--- src/rtl/darkseq_if.sv ---
// rtl/darkseq_if.sv - sequencer-side bundle: fetch, data, execute and writeback handshakes
interface darkseq_if;
  logic        halt;
  logic        imem_req;
  logic [31:0] imem_addr;
  logic        imem_ack;
  logic [31:0] imem_rdata;
  logic        dmem_req;
  logic        dmem_we;
  logic [3:0]  dmem_be;
  logic [31:0] dmem_addr;
  logic [31:0] dmem_wdata;
  logic        dmem_ack;
  logic [31:0] dmem_rdata;
  logic [31:0] pc;
  logic [31:0] inst;
  logic        en_al;
  logic        valid_al;
  logic [31:0] addr_al;
  logic [31:0] data_al;
  logic        en_wb;
  logic        valid_wb;
  logic [31:0] data_wb;
  logic [31:0] nxpc;
  logic [31:0] instret;
  logic        fault;

  modport master (
    input  halt, imem_ack, imem_rdata, dmem_ack, dmem_rdata,
           valid_al, addr_al, data_al, valid_wb, nxpc,
    output imem_req, imem_addr, dmem_req, dmem_we, dmem_be, dmem_addr, dmem_wdata,
           pc, inst, en_al, en_wb, data_wb, instret, fault
  );

  modport slave (
    output halt, imem_ack, imem_rdata, dmem_ack, dmem_rdata,
           valid_al, addr_al, data_al, valid_wb, nxpc,
    input  imem_req, imem_addr, dmem_req, dmem_we, dmem_be, dmem_addr, dmem_wdata,
           pc, inst, en_al, en_wb, data_wb, instret, fault
  );
endinterface

--- src/rtl/darkseq.sv ---
// rtl/darkseq.sv - single-issue instruction sequencer: fetch, execute handshake, memory access, retire
module darkseq #(
  parameter logic [31:0] RESET_PC = 32'h0000_0000
) (
  input  logic     clk,
  input  logic     res,
  darkseq_if.master bus
);

  typedef enum logic [3:0] {
    S_IDLE, S_IFETCH, S_EXEC, S_EWAIT, S_MEM, S_WBACK, S_WWAIT, S_NEXT, S_FAULT
  } state_t;

  state_t      state_q, state_d;
  logic [31:0] pc_q, inst_q, data_wb_q, instret_q;
  logic [31:0] dmem_addr_q, dmem_wdata_q;
  logic [3:0]  dmem_be_q, be_st;
  logic        fault_q;
  logic        is_ld, is_st, is_br, mis_pc;

  assign is_ld  = (inst_q[6:0] == 7'b0000011);
  assign is_st  = (inst_q[6:0] == 7'b0100011);
  assign is_br  = (inst_q[6:0] == 7'b1100011);
  assign mis_pc = (bus.nxpc[1:0] != 2'b00);

  always_comb begin
    be_st = 4'hF;
    if (inst_q[14:12] == 3'd0)
      be_st = 4'b0001 << bus.addr_al[1:0];
    else if (inst_q[14:12] == 3'd1)
      be_st = bus.addr_al[1] ? 4'b1100 : 4'b0011;
  end

  always_ff @(posedge clk or posedge res) begin
    if (res) state_q <= S_IDLE;
    else     state_q <= state_d;
  end

  always_comb begin
    state_d = state_q;
    case (state_q)
      S_IDLE:   if (!bus.halt) state_d = S_IFETCH;
      S_IFETCH: if (bus.imem_ack) state_d = S_EXEC;
      S_EXEC:   state_d = S_EWAIT;
      S_EWAIT:
        if (bus.valid_al) begin
          if (is_ld || is_st) state_d = S_MEM;
          else if (is_br)     state_d = S_NEXT;
          else                state_d = S_WBACK;
        end
      S_MEM:    if (bus.dmem_ack) state_d = is_ld ? S_WBACK : S_NEXT;
      S_WBACK:  state_d = S_WWAIT;
      S_WWAIT:  if (bus.valid_wb) state_d = S_NEXT;
      S_NEXT: begin
        if (mis_pc)        state_d = S_FAULT;
        else if (bus.halt) state_d = S_IDLE;
        else               state_d = S_IFETCH;
      end
      S_FAULT:  state_d = S_FAULT;
      default:  state_d = S_IDLE;
    endcase
  end

  // Data-side request fields are latched on entry to MEM so they stay stable while waiting for ack.
  always_ff @(posedge clk or posedge res) begin
    if (res) begin
      pc_q         <= RESET_PC;
      inst_q       <= '0;
      data_wb_q    <= '0;
      instret_q    <= '0;
      fault_q      <= 1'b0;
      dmem_addr_q  <= '0;
      dmem_wdata_q <= '0;
      dmem_be_q    <= '0;
    end else begin
      if (state_q == S_IFETCH && bus.imem_ack)
        inst_q <= bus.imem_rdata;
      if (state_q == S_EWAIT && bus.valid_al && (is_ld || is_st)) begin
        dmem_addr_q  <= {bus.addr_al[31:2], 2'b00};
        dmem_wdata_q <= bus.data_al;
        dmem_be_q    <= is_ld ? 4'hF : be_st;
      end
      if (state_q == S_MEM && bus.dmem_ack && is_ld)
        data_wb_q <= bus.dmem_rdata;
      if (state_q == S_NEXT) begin
        if (mis_pc) begin
          fault_q <= 1'b1;
        end else begin
          pc_q      <= bus.nxpc;
          instret_q <= instret_q + 32'd1;
        end
      end
    end
  end

  assign bus.imem_req   = (state_q == S_IFETCH);
  assign bus.imem_addr  = pc_q;
  assign bus.dmem_req   = (state_q == S_MEM);
  assign bus.dmem_we    = (state_q == S_MEM) && is_st;
  assign bus.dmem_be    = dmem_be_q;
  assign bus.dmem_addr  = dmem_addr_q;
  assign bus.dmem_wdata = dmem_wdata_q;
  assign bus.pc         = pc_q;
  assign bus.inst       = inst_q;
  assign bus.en_al      = (state_q == S_EXEC);
  assign bus.en_wb      = (state_q == S_WBACK);
  assign bus.data_wb    = data_wb_q;
  assign bus.instret    = instret_q;
  assign bus.fault      = fault_q;

endmodule
--- src/flat_wrapper.sv ---
// flat-port wrapper written by rule: the top's interface ports become plain ports
module darkseq_flat 
#(
  parameter logic [31:0] RESET_PC = 32'h0000_0000
)
  (clk, res, bus_halt, bus_imem_ack, bus_imem_rdata, bus_dmem_ack, bus_dmem_rdata, bus_valid_al, bus_addr_al, bus_data_al, bus_valid_wb, bus_nxpc, bus_imem_req, bus_imem_addr, bus_dmem_req, bus_dmem_we, bus_dmem_be, bus_dmem_addr, bus_dmem_wdata, bus_pc, bus_inst, bus_en_al, bus_en_wb, bus_data_wb, bus_instret, bus_fault);
  darkseq_if bus_i ();
  input  logic clk;
  input  logic res;
  input wire logic [$bits(bus_i.halt)-1:0] bus_halt;
  input wire logic [$bits(bus_i.imem_ack)-1:0] bus_imem_ack;
  input wire logic [$bits(bus_i.imem_rdata)-1:0] bus_imem_rdata;
  input wire logic [$bits(bus_i.dmem_ack)-1:0] bus_dmem_ack;
  input wire logic [$bits(bus_i.dmem_rdata)-1:0] bus_dmem_rdata;
  input wire logic [$bits(bus_i.valid_al)-1:0] bus_valid_al;
  input wire logic [$bits(bus_i.addr_al)-1:0] bus_addr_al;
  input wire logic [$bits(bus_i.data_al)-1:0] bus_data_al;
  input wire logic [$bits(bus_i.valid_wb)-1:0] bus_valid_wb;
  input wire logic [$bits(bus_i.nxpc)-1:0] bus_nxpc;
  output wire logic [$bits(bus_i.imem_req)-1:0] bus_imem_req;
  output wire logic [$bits(bus_i.imem_addr)-1:0] bus_imem_addr;
  output wire logic [$bits(bus_i.dmem_req)-1:0] bus_dmem_req;
  output wire logic [$bits(bus_i.dmem_we)-1:0] bus_dmem_we;
  output wire logic [$bits(bus_i.dmem_be)-1:0] bus_dmem_be;
  output wire logic [$bits(bus_i.dmem_addr)-1:0] bus_dmem_addr;
  output wire logic [$bits(bus_i.dmem_wdata)-1:0] bus_dmem_wdata;
  output wire logic [$bits(bus_i.pc)-1:0] bus_pc;
  output wire logic [$bits(bus_i.inst)-1:0] bus_inst;
  output wire logic [$bits(bus_i.en_al)-1:0] bus_en_al;
  output wire logic [$bits(bus_i.en_wb)-1:0] bus_en_wb;
  output wire logic [$bits(bus_i.data_wb)-1:0] bus_data_wb;
  output wire logic [$bits(bus_i.instret)-1:0] bus_instret;
  output wire logic [$bits(bus_i.fault)-1:0] bus_fault;
  assign bus_i.halt = bus_halt;
  assign bus_i.imem_ack = bus_imem_ack;
  assign bus_i.imem_rdata = bus_imem_rdata;
  assign bus_i.dmem_ack = bus_dmem_ack;
  assign bus_i.dmem_rdata = bus_dmem_rdata;
  assign bus_i.valid_al = bus_valid_al;
  assign bus_i.addr_al = bus_addr_al;
  assign bus_i.data_al = bus_data_al;
  assign bus_i.valid_wb = bus_valid_wb;
  assign bus_i.nxpc = bus_nxpc;
  assign bus_imem_req = bus_i.imem_req;
  assign bus_imem_addr = bus_i.imem_addr;
  assign bus_dmem_req = bus_i.dmem_req;
  assign bus_dmem_we = bus_i.dmem_we;
  assign bus_dmem_be = bus_i.dmem_be;
  assign bus_dmem_addr = bus_i.dmem_addr;
  assign bus_dmem_wdata = bus_i.dmem_wdata;
  assign bus_pc = bus_i.pc;
  assign bus_inst = bus_i.inst;
  assign bus_en_al = bus_i.en_al;
  assign bus_en_wb = bus_i.en_wb;
  assign bus_data_wb = bus_i.data_wb;
  assign bus_instret = bus_i.instret;
  assign bus_fault = bus_i.fault;
  darkseq #(.RESET_PC(RESET_PC)) u_core (.clk(clk), .res(res), .bus(bus_i));
endmodule
--- config.mk ---
export PLATFORM = sky130hd
export DESIGN_NAME = darkseq_flat
export DESIGN_NICKNAME = d
export VERILOG_FILES = /design/src/rtl/darkseq_if.sv /design/src/rtl/darkseq.sv /design/src/flat_wrapper.sv
export SDC_FILE = /design/constraint.sdc
export NUM_CORES = 1
export LEC_CHECK = 0
export CAP_MARGIN = 20
export CORE_AREA = 3 3 153 155
export DETAILED_ROUTE_END_ITERATION = 8
export DIE_AREA = 0 0 156 158
export GPL_TIMING_DRIVEN = 0
export PLACE_DENSITY = 0.77
export SLEW_MARGIN = 20
export SYNTH_ARGS = -nofsm -noshare
export SYNTH_HDL_FRONTEND = slang
export SYNTH_SLANG_ARGS = --single-unit
--- constraint.sdc ---
create_clock -name clk -period 21.6 [get_ports clk]
set_input_delay 4.32 -clock clk [delete_from_list [all_inputs] [get_ports clk]]
set_output_delay 4.32 -clock clk [all_outputs]
set_load 0.02 [all_outputs]
==> impl_metrics.toml, run 1 <==
[run_status]
status = "finished, final reports clean"

[yosys]
synth_top_flop_cell = "dfrtp_1"
ys_seq_area_frac = 0.609
synth_edf_count = 0
ys_seq_elements = 199
yosysWarnings = 0
synth_cells = 636
synthesis.area_sq_um = 8180
synthArstFlopShare = 1.00
synth_cell_type_count = 42
syn_avg_cell_area_sq_um = 12.9

[clock_tree]
worstSkewPairLatency_ns = 0.42
clock-sinks = 199
clk_path_buf_depth = 2
ctsResizeCount = 0
htree_levels = 4
cts_root_buf = "clkbuf_16"
cts_made_buffers = 17
cts_hold_buf = 0
cts.reportedPaths.clkPinSlew_ns = 0.08
cts_tree = "built"
post_cts_buffers = 0

[critical_path]
worstPathRequired_ns = 17.28
cpPeakStageDelay_ns = 0.73
path_cells = "clkbuf_1, nor4b_1, clkdlybuf4s50_1"
path_buf_inv = 2
critPathMaxFanout = 10
crit_type = "flip-flop to output port"
critPathCaptureType = "output port"
cpLargestDelayFamily = "buffers and inverters"
crit_path_start_kind = "flip-flop"
cp_slowest_cell = "clkdlybuf4s50_1"
cp.arrival_ns = 2.29

[sta]
hold_ws_ns = 0.471
slew_viol_final = 0
finalHoldViolations = 0
setup_violations = 0
tightestPinTransition_ns = 0.817
skew_ns = 0.0118
post-route-period-util = 0.306
fin_crit_ns = 6.61
rsz0062_at_grt = "false"
fin_setup_tns_ns = 0
max_freq_mhz = 151
slew_headroom = 0.451

[final_layout]
insertedDiodeCount = 0
fin_nets = 1224
syn2layout_area_growth_pct = 61.2
drive_gt1_frac = 0.207
fin_util = 0.600

[die]
dieWidth_um = 156
io_pins = 401
start_util = 0.372
rows = 54
fp.coreArea_sq_um = 22000
dieArea_sq_um = 24600
fp.dieH_um = 158

[global_routing]
grt_pass1_vias = 6691
antenna_found_initial = 0
grt_pass1_wl_mm = 37.4
grt_usage = 0.197
grt_max_degree = 92
grt_overflow = 0

[place]
dpl.hpwl_mm = 19.1
finalWeightedCongestion = 0.817
port_buffers = 398

[min_path]
hold_class = "flip-flop to flip-flop"

[detailed_routing]
wirelength_mm = 24.4
first_pass_iters = 4
wire_per_inst_um = 18.1
final_antenna_net_count = 0
avgViaCountPerCell = 4.64
drtIter0Drc = 207
drcViolationCount = 0
via_count = 6264

[power_and_ir_drop]
p_leak_nw = 6.04
p_per_area_nw_per_um2 = 112
ir_drop_uv = 67.8

[run]
cap_violations = 0
## power by group
part / switching, mW / total (mW) / leakage [nW] / internal [mW]
registers: 0.0674 / 0.535 / 2.66 / 0.467
logic: 0.292 / 0.621 / 3.09 / 0.328
clock network: 0.153 / 0.321 / 0.296 / 0.168
## cell usage in the layout, fill, tap and decap left out, types with 2 or more instances in the layout
master | synthesis | final
clkinv_4 | 0 | 2
xnor2_1 | 28 | 28
and4_1 | 4 | 4
and3_1 | 7 | 7
dfrtp_1 | 199 | 199
buf_16 | 0 | 2
inv_1 | 5 | 4
mux2_2 | 123 | 123
o21bai_1 | 3 | 3
inv_8 | 0 | 2
mux2_1 | 4 | 4
o21ai_0 | 5 | 5
clkbuf_1 | 9 | 9
or3b_2 | 2 | 2
nor3_2 | 2 | 2
nand2b_1 | 4 | 4
a21oi_1 | 4 | 4
nor3_1 | 5 | 5
buf_4 | 35 | 35
xor2_1 | 3 | 3
clkinv_2 | 0 | 2
nor2_1 | 11 | 11
and2_1 | 6 | 6
or2_2 | 2 | 2
buf_2 | 18 | 18
conb_1 | 1 | 2
nor4_2 | 2 | 2
clkdlybuf4s50_1 | 0 | 398
clkinv_8 | 0 | 3
nand3_1 | 9 | 9
inv_6 | 0 | 5
a21o_1 | 2 | 2
nand4_1 | 18 | 18
or2_1 | 2 | 2
clkbuf_16 | 0 | 17
nand2_1 | 109 | 109
## per-layer routing
layer / wire (um) / part of all wire / GRT usage / vias to the layer above
met5: 0 / 0 / 0 / -
met4: 320 / 0.013 / 0.0450 / 0
met3: 1990 / 0.081 / 0.0634 / 17
met2: 12500 / 0.51 / 0.351 / 263
met1: 9550 / 0.39 / 0.232 / 3032
li1: - / - / - / 2952
## stage by stage
step                      worst slack (ns)  area [sq um]  power, mW  instances
after CTS                            14.94         13200       1.49       1349
after global routing                 14.85         13200       1.55       1349
after detailed placement             15.16         12600       1.16       1317
after global placement                9.11         12500       1.15       1315
final                                14.99         13200       1.48       1349
after floorplan                      11.85          8180      0.841        637
## Yosys cell counts, types with 2 or more instances
library cell / n / share of area
nor3_1: 5 / 0.0031
and2_1: 6 / 0.0046
dfrtp_1: 199 / 0.61
mux2_2: 123 / 0.17
nand4_1: 18 / 0.014
o21ai_0: 5 / 0.0031
or3b_2: 2 / 0.0021
xnor2_1: 28 / 0.030
inv_1: 5 / 0.0023
nand2_1: 109 / 0.050
or2_2: 2 / 0.0015
nor4_2: 2 / 0.0031
a21o_1: 2 / 0.0018
and3_1: 7 / 0.0054
a21oi_1: 4 / 0.0024
buf_2: 18 / 0.011
nor3_2: 2 / 0.0024
buf_4: 35 / 0.032
nor2_1: 11 / 0.0050
or2_1: 2 / 0.0015
mux2_1: 4 / 0.0055
o21bai_1: 3 / 0.0028
nand2b_1: 4 / 0.0031
xor2_1: 3 / 0.0032
clkbuf_1: 9 / 0.0041
and4_1: 4 / 0.0043
nand3_1: 9 / 0.0055
## cell families after synthesis
kind of cell / count (synthesis) / share of synthesized area
flops: 199 / 0.609
simple gates: 191 / 0.116
mux: 128 / 0.176
buf+inv: 67 / 0.0496
xor+xnor: 31 / 0.0332
compound gates: 18 / 0.0142
fa+ha+maj: 1 / 0.00153
other cells: 1 / 0.000459
## state kept, by name, indices dropped and copies added, names as in the netlist
name,count
u_core.bus.data_wb,32
u_core.bus.dmem_addr,30
u_core.bus.dmem_be,4
u_core.bus.dmem_wdata,32
u_core.bus.fault,1
u_core.bus.imem_addr,32
u_core.bus.inst,32
u_core.bus.instret,32
u_core.state_q,4
## worst reg2reg max path: stages (launching register included)
cell and delay (ns):
dfrtp_1 0.37, buf_2 0.18, nor2_1 0.21, nand4_1 0.36
buf_2 0.34, buf_2 0.22, mux2_1 0.33
## worst paths after layout
path                                                     from                               endpoint  slack (ns)  cells after the start
min in group asynchronous                                 res  u_core.bus.dmem_wdata[15]$_DFFE_PP0P_        4.31                      2
worst max-delay path            u_core.state_q[0]$_DFFE_PP0P_                              bus_en_al       14.99                      3
max in group asynchronous                                 res   u_core.bus.dmem_addr[27]$_DFFE_PP0P_       16.51                      3
worst min-delay path             u_core.bus.fault$_DFFE_PP0P_           u_core.bus.fault$_DFFE_PP0P_        0.47                      1
worst min register to register   u_core.bus.fault$_DFFE_PP0P_           u_core.bus.fault$_DFFE_PP0P_        0.47                      1
worst max register to register  u_core.state_q[3]$_DFFE_PP0P_  u_core.bus.dmem_wdata[22]$_DFFE_PP0P_       19.48                      6
## final cells by class
| type | count | area [sq um] |
|---|---|---|
| fillers | 1805 | 8780 |
| clock buffers | 18 | 439 |
| repair buffers | 400 | 4040 |
| clock inverters | 14 | 161 |
| inverters | 5 | 26.3 |
| plain buffers | 62 | 387 |
| multi-input cells | 371 | 2800 |
| well taps | 280 | 350 |
| flip-flops and latches | 199 | 4980 |
(Power assumes the default switching activity.)
==> run 2, diff against run 1 <==
Settings changed: CORE_AREA 3 3 153 155 to unset, CORE_MARGIN set to 3, CORE_UTILIZATION set to 37, DIE_AREA 0 0 156 158 to unset, PLACE_DENSITY 0.77 to 0.8.
Clock period 21.6 ns to 5.9 ns, I/O delays scaled along.
==> impl_metrics.toml, run 2 (synthesis results as in run 1) <==
[run_status]
status = "finished, final reports clean"

[sta]
post-route-period-util = 0.572
finalHoldViolations = 0
skew_ns = 0.0128
rsz0062_at_grt = "false"
fin_crit_ns = 3.37
setup_violations = 0
max_freq_mhz = 296
tightestPinTransition_ns = 0.793
hold_ws_ns = 0.475
fin_setup_tns_ns = 0
slew_headroom = 0.467
slew_viol_final = 0

[final_layout]
final_common_cell = "clkdlybuf4s50_1"
fin_nets = 1229
syn2layout_area_growth_pct = 61.8
final_cell_mix = "398 x clkdlybuf4s50_1, 199 x dfrtp_1, 123 x mux2_2"
drive_gt1_frac = 0.209
postLayoutCellArea_sq_um = 13200
fill_cells = 1711
seq_area_sq_um = 4980
multiInputGateArea_sq_um = 2800

[die]
start_util = 0.383
io_pins = 401
fp.coreArea_sq_um = 21400
fp.dieH_um = 155
dieArea_sq_um = 23900
dieWidth_um = 155
rows = 53

[detailed_routing]
wirelength_mm = 24.9
final_antenna_net_count = 0
highest_layer = "met5"
first_pass_iters = 4
drtIter0Drc = 234
met3WireLength_mm = 2.32
wl_met1_mm = 8.87
via_count = 6389
drcViolationCount = 0
dr_wl_met2_mm = 13.2
avgViaCountPerCell = 4.73
wire_per_inst_um = 18.4

[critical_path]
critPathCaptureType = "output port"
crit_path_start_kind = "flip-flop"
critPathMaxFanout = 10
crit_type = "flip-flop to output port"
cp.arrival_ns = 2.19
worstPathRequired_ns = 4.72

[global_routing]
grt_pass1_vias = 6781
grt_usage = 0.206
antenna_found_initial = 4
grt_pass1_wl_mm = 38.2
grt_overflow = 0
grt_max_degree = 35

[place]
place_area_sq_um = 12700
dpl.hpwl_mm = 20.2
finalWeightedCongestion = 0.780
port_buffers = 398

[run]
cap_violations = 0

[clock_tree]
htree_levels = 4
clk_path_buf_depth = 2
post_cts_buffers = 0
cts_root_buf = "clkbuf_16"
worstSkewPairLatency_ns = 0.42
ctsResizeCount = 0
cts_tree = "built"
cts.reportedPaths.clkPinSlew_ns = 0.07
cts_hold_buf = 0
clock-sinks = 199
cts_made_buffers = 17

[power_and_ir_drop]
p_leak_nw = 6.06
p_total_mw = 5.34
ir_drop_uv = 283
p_per_area_nw_per_um2 = 404

[min_path]
hold_class = "flip-flop to flip-flop"
run 2: cell count changes in the layout (fill, tap and decap cells not counted), moves of 2 or more:
cell        before  now
inv_6            5    0
clkinv_2         2    0
clkinv_4         2    5
inv_8            2    4
buf_12           0    6
clkinvlp_4       0    4
clkinv_8         3    0
diode_2          0    2
run 2: power breakdown:
| part | internal, mW | leakage [nW] | switching [mW] |
|---|---|---|---|
| logic | 1.21 | 3.12 | 1.07 |
| clock network | 0.579 | 0.270 | 0.542 |
| registers | 1.71 | 2.66 | 0.235 |
run 2: metrics by stage:
| step | setup slack (ns) | utilization | instances |
|---|---|---|---|
| after detailed placement | 2.58 | 0.593 | 1317 |
| after floorplan | 2.15 | - | 637 |
| after global routing | 2.27 | 0.620 | 1351 |
| after CTS | 2.46 | 0.620 | 1349 |
| after global placement | 0.540 | 0.586 | 1310 |
| final | 2.53 | 0.620 | 1351 |
run 2: final timing paths:
kind                       slack (ns)                                    end  depth (start not counted)                           from
hold / removal                   0.47           u_core.bus.fault$_DFFE_PP0P_                          1   u_core.bus.fault$_DFFE_PP0P_
setup / recovery                 2.53                              bus_en_al                          3  u_core.state_q[0]$_DFFE_PP0P_
hold reg to reg                  0.47           u_core.bus.fault$_DFFE_PP0P_                          1   u_core.bus.fault$_DFFE_PP0P_
setup reg to reg                 3.82     u_core.bus.instret[21]$_DFFE_PP0P_                          6  u_core.state_q[1]$_DFFE_PP0P_
max in group asynchronous        4.02  u_core.bus.dmem_wdata[26]$_DFFE_PP0P_                          5                            res
min in group asynchronous        1.05   u_core.bus.dmem_wdata[8]$_DFFE_PP0P_                          2                            res
run 2: worst max-delay path, cell delays in order, from the launching register on:
cell and delay (ns):
dfrtp_1 0.48, clkbuf_1 0.25, nor4b_1 0.36, clkdlybuf4s50_1 0.70
run 2: area by class of cell:
type	instances	area share
Clock inverter	12	0.00841
Clock buffer	20	0.0345
Buffer	62	0.0292
Tap cell	275	0.0260
Multi-Input combinational cell	371	0.211
Timing Repair Buffer	405	0.312
Sequential cell	199	0.376
Inverter	5	0.00170
Antenna cell	2	0.000378
run 2: per-layer routing:
layer	up-vias	GRT usage
li1	2978	-
met1	3107	0.219
met2	271	0.379
met3	29	0.0755
met4	4	0.0656
met5	-	0
==> run 3, diff against run 2 <==
Clock period 5.9 ns to 2.8 ns, I/O delays scaled along.
==> impl_metrics.toml, run 3 (synthesis results as in run 1) <==
[global_routing]
grt_pass1_vias = 6781
grt_usage = 0.206
grt_max_degree = 35
antenna_found_initial = 4
grt_overflow = 0
grt_pass1_wl_mm = 38.2

[power_and_ir_drop]
swShare = 0.345
p_seq_frac = 0.364
combPwrFrac = 0.426
p_leak_nw = 6.08
internal-power_mw = 7.37
p_clk_frac = 0.210
ir_drop_uv = 597
p_per_area_nw_per_um2 = 850
power_switching_mw = 3.89

[sta]
slew_headroom = 0.467
fin_crit_ns = 2.64
rsz0062_at_grt = "false"
tightestPinTransition_ns = 0.793
post-route-period-util = 0.945
max_freq_mhz = 378
finalHoldViolations = 0
setup_violations = 0
fin_setup_tns_ns = 0
slew_viol_final = 0
skew_ns = 0.0128

[place]
finalWeightedCongestion = 0.780
dp.cells = 1317
dpl.hpwl_mm = 20.2
port_buffers = 398

[final_layout]
final_common_cell = "clkdlybuf4s50_1"
fin_nets = 1229
drive_gt1_frac = 0.209
syn2layout_area_growth_pct = 61.9
final_cell_count_no_fill = 1351
final_cell_mix = "396 x clkdlybuf4s50_1, 199 x dfrtp_1, 123 x mux2_2"

[critical_path]
crit_path_start_kind = "flip-flop"
cp.arrival_ns = 2.08
path_buf_inv = 1
worstPathRequired_ns = 2.24
crit_type = "flip-flop to output port"
cpPeakStageDelay_ns = 0.75
critPathMaxFanout = 7
cpLargestDelayFamily = "buffers and inverters"
cp_slowest_cell = "clkdlybuf4s50_1"
path_cells = "nand2b_1, nor3_1, clkdlybuf4s50_1"
critPathCaptureType = "output port"

[detailed_routing]
final_antenna_net_count = 0
wirelength_mm = 24.9
avgViaCountPerCell = 4.73
drcViolationCount = 0
first_pass_iters = 4
wire_per_inst_um = 18.4
drtIter0Drc = 223
via_count = 6385

[die]
dieWidth_um = 155
fp.dieH_um = 155
start_util = 0.383
dieArea_sq_um = 23900
rows = 53
io_pins = 401
fp.coreArea_sq_um = 21400

[clock_tree]
htree_levels = 4
cts_tree = "built"
cts.reportedPaths.clkPinSlew_ns = 0.07
clk_path_buf_depth = 2
worstSkewPairLatency_ns = 0.42
cts_made_buffers = 17
clock-sinks = 199
post_cts_buffers = 0
cts_hold_buf = 0
cts_root_buf = "clkbuf_16"

[min_path]
hold_class = "primary input to async pin"

[run]
cap_violations = 0

[run_status]
status = "finished, final reports clean"
[run 3: cell types whose count changed in the layout (fill, tap and decap cells not counted)]
cell	previous run	this run
dlygate4sd2_1	0	1
clkdlybuf4s50_1	398	396
nor3_4	0	1
dlymetal6s2s_1	0	1
nor3_2	2	1
[run 3: area by class of cell]
class | count | area, sq um
Antenna cell | 2 | 5.00
Buffer | 62 | 387
Clock buffer | 20 | 457
Clock inverter | 12 | 111
Fill cell | 1709 | 8110
Inverter | 5 | 22.5
Multi-Input combinational cell | 371 | 2800
Sequential cell | 199 | 4980
Tap cell | 275 | 344
Timing Repair Buffer | 405 | 4130
[run 3: path summary, 6_finish.rpt]
check	slack (ns)	to	depth (start not counted)	startpoint
setup / recovery	0.16	bus_imem_req	3	u_core.state_q[0]$_DFFE_PP0P_
hold / removal	0.43	u_core.bus.dmem_wdata[8]$_DFFE_PP0P_	2	res
setup reg to reg	0.70	u_core.bus.instret[21]$_DFFE_PP0P_	6	u_core.state_q[1]$_DFFE_PP0P_
hold reg to reg	0.47	u_core.bus.fault$_DFFE_PP0P_	1	u_core.bus.fault$_DFFE_PP0P_
max in group asynchronous	1.55	u_core.bus.dmem_wdata[26]$_DFFE_PP0P_	5	res
min in group clk	0.47	u_core.bus.fault$_DFFE_PP0P_	1	u_core.bus.fault$_DFFE_PP0P_
[run 3: metrics by stage]
stage	total power, mW	utilization	hold slack (ns)	setup slack, ns	area [sq um]
CTS	11.4	0.619	0.412	0.0226	13200
detailed placement	9.00	0.593	0.464	0.0993	12700
floorplan	6.49	-	0.567	-0.334	8190
global route	11.8	0.620	0.418	0.00877	13200
global placement	8.88	0.586	0.458	-1.94	12500
finish	11.3	0.620	0.434	0.155	13200
[run 3: timing repair]
item                       in CTS  in global routing
pin swaps                       0                  0
setup endpoints to repair       1                  1
gates resized for setup         1                  2
[run 3: routing by layer]
metal  vias to the layer above  track usage  wire (um)
li1                       2978            -          -
met1                      3103        0.219       8870
met2                       271        0.379      13200
met3                        29       0.0755       2300
met4                         4       0.0656        486
met5                         -            0         19
[run 3: power groups by stage]
stage               Sequential, mW  Clock [mW]  Combinational [mW]
floorplan                     4.95           0                1.54
global placement              4.13           0                4.75
detailed placement            4.15           0                4.85
CTS                           4.11        2.43                4.86
global route                  4.21        2.55                5.06
finish                        4.10        2.36                4.79
==> edit (config.mk and constraints of run 3) <==
Encoding of `state_t`: now Gray code (4 bits for 9 states).
--- a/src/rtl/darkseq.sv
+++ b/src/rtl/darkseq.sv
@@ -8,7 +8,7 @@
 );
 
   typedef enum logic [3:0] {
-    S_IDLE, S_IFETCH, S_EXEC, S_EWAIT, S_MEM, S_WBACK, S_WWAIT, S_NEXT, S_FAULT
+    S_IDLE = 4'b0000, S_IFETCH = 4'b0001, S_EXEC = 4'b0011, S_EWAIT = 4'b0010, S_MEM = 4'b0110, S_WBACK = 4'b0111, S_WWAIT = 4'b0101, S_NEXT = 4'b0100, S_FAULT = 4'b1100
   } state_t;
 
   state_t      state_q, state_d;
Formal check against the unedited RTL: same outputs for any inputs over 4 cycles, from zero or initial values; so few cycles prove little.
==> edit against run 3 <==
Sequential cell count is the same; global-route usage shrank 0.17 points; count of clock-buffer cells in the layout shrank 2; routed wire length grew 1.4%; clock power grew 4%; register-to-register slack lost 0.55 ns; non-clock buffer count shrank 4; die area grew 0.64%; area after synthesis grew 0.67%; worst setup slack lost 0.0084 ns; final area grew 0.48%; total power grew 11%; largest power group unchanged.
==> edit: results (changes against run 3) <==
Post-placement cell count: 1322 (+0.38%). The synthesized-area fraction occupied by adder cells is 0.001520 (-0.00001023), and the post-placement cell area is 12690 um2 (+0.22%). The via-per-instance ratio works out to 4.686 (-0.85%). The post-synthesis mux area share works out to 0.1888 (+0.01265).

The worst min-delay path class was flip-flop to flip-flop. The fraction of layout instances using a drive strength above 1 works out to 0.2030 (-0.006531). For the final-stage net count, the log shows 1234 (+0.41%). The run gives 642 (+0.94%) as the number of cells produced by synthesis. The tools report the clock network power as 2.46 mW (+4%). The initial antenna violation count was 3 (-1); the fraction of the mapped netlist area in compound gates was 0.01611 (+0.001881). The per-cell routed wire length is 18.60 um (+1.0%), and the highest net fanout along the worst path is 10 (+3). The non-filler instance count after layout was 1356 (+0.37%). The run finished with clean final reports. The clock latency reported for the late side of the worst-skew pair is 0.43 ns.

The last weighted congestion value of the routability-driven placer was 0.8349 (+7.1%). Sequential cell power: 4.38 mW (+6.8%). Xor/xnor cell area share of the yosys netlist: 0.03298 (-0.0002220).

The sequential-to-total area share from yosys stat was 0.6049 (-0.004072). After synthesis, the cell types taking the most area are sky130_fd_sc_hd__dfrtp_1, sky130_fd_sc_hd__mux2_2, sky130_fd_sc_hd__mux2_4. For the estimated wirelength of the detail-placed design, the log shows 19900 um (-1.5%). The pin slew with the least headroom to its limit is 0.8398 ns (+0.04650 ns).

The overall power consumption was 12.55 mW (+11%). The logs give 0.2045 (-0.001715) for the total routing resource utilization after global routing and 4 (unchanged) for the maximum level of the CTS H-tree. Ranked by instance count, the synthesized netlist is headed by sky130_fd_sc_hd__dfrtp_1, sky130_fd_sc_hd__nand2_1, sky130_fd_sc_hd__mux2_2, sky130_fd_sc_hd__buf_4, sky130_fd_sc_hd__mux2_4. For the count of unique library cells instantiated by Yosys, the log shows 45 (+7.1%). The net switching power figure is 4.537 mW (+17%). The pre-CTS setup slack was -0.2386 ns (-0.3379 ns). The number of global-route vias before repair is 6686 (-1.4%), and the leakage power is 6.114 nW (+0.55%). The logs give 0.01948 ns (+0.006687 ns) for the final worst clock skew and 0.0005185 V (-13%) for the maximum vdd drop.

For the iteration-0 DRC count of the detailed router, the log shows 199 (-11%). The tools report the global-route wire length before repair as 38140 um (-0.22%).
[edit: worst max-delay path: stages (launching register included)]
cell,delay (ns)
sky130_fd_sc_hd__dfrtp_1,0.36
sky130_fd_sc_hd__clkbuf_1,0.23
sky130_fd_sc_hd__nor2b_2,0.23
sky130_fd_sc_hd__and3_1,0.21
sky130_fd_sc_hd__clkdlybuf4s50_1,0.64
[edit: path summary, 6_finish.rpt]
path / depth (start not counted) / slack, ns / endpoint / startpoint
min in group asynchronous: 2 / 0.53 / u_core.bus.data_wb[29] / res
hold / removal: 1 / 0.47 / u_core.bus.fault / u_core.bus.fault
setup reg to reg: 7 / 0.15 / u_core.bus.data_wb[21] / u_core.bus.inst[2]
max in group asynchronous: 5 / 1.25 / u_core.bus.inst[17] / res
setup / recovery: 4 / 0.15 / bus_en_wb / u_core.state_q[3]
hold reg to reg: 1 / 0.47 / u_core.bus.fault / u_core.bus.fault
[edit: repair_timing]
action                                 4_1_cts  5_1_grt
setup endpoints to repair                   60       20
endpoints found under the hold margin        0        0
gates resized for setup                      3       11
setup buffers                                0        0
[edit: logic make-up (layout without fill, tap and decap cells)]
group	Yosys count	after routing
AOI/OAI and AO/OA	19	19
and+or+nand+nor	195	195
DFF	199	199
muxes	128	128
other	1	4
buffers and inverters	68	504
adders and majority gates	1	1
xor gates and xnor gates	31	31
[edit: metal layers]
layer	share of wire	global-route usage	routed length (um)
met1	0.40	0.2493	10020
met2	0.51	0.3489	12770
met3	0.068	0.05313	1721
met4	0.027	0.07738	690
met5	0.00052	0	13
[edit: layout make-up]
type,count,area [um2]
flip-flops and latches,199,4980
multi-input cells,376,2870
well taps,275,344.1
diodes,2,5.005
clock inverters,14,153.9
plain buffers,59,385.4
clock buffers,18,429.2
repair buffers,404,4100
inverters,9,37.54
fillers,1675,8114
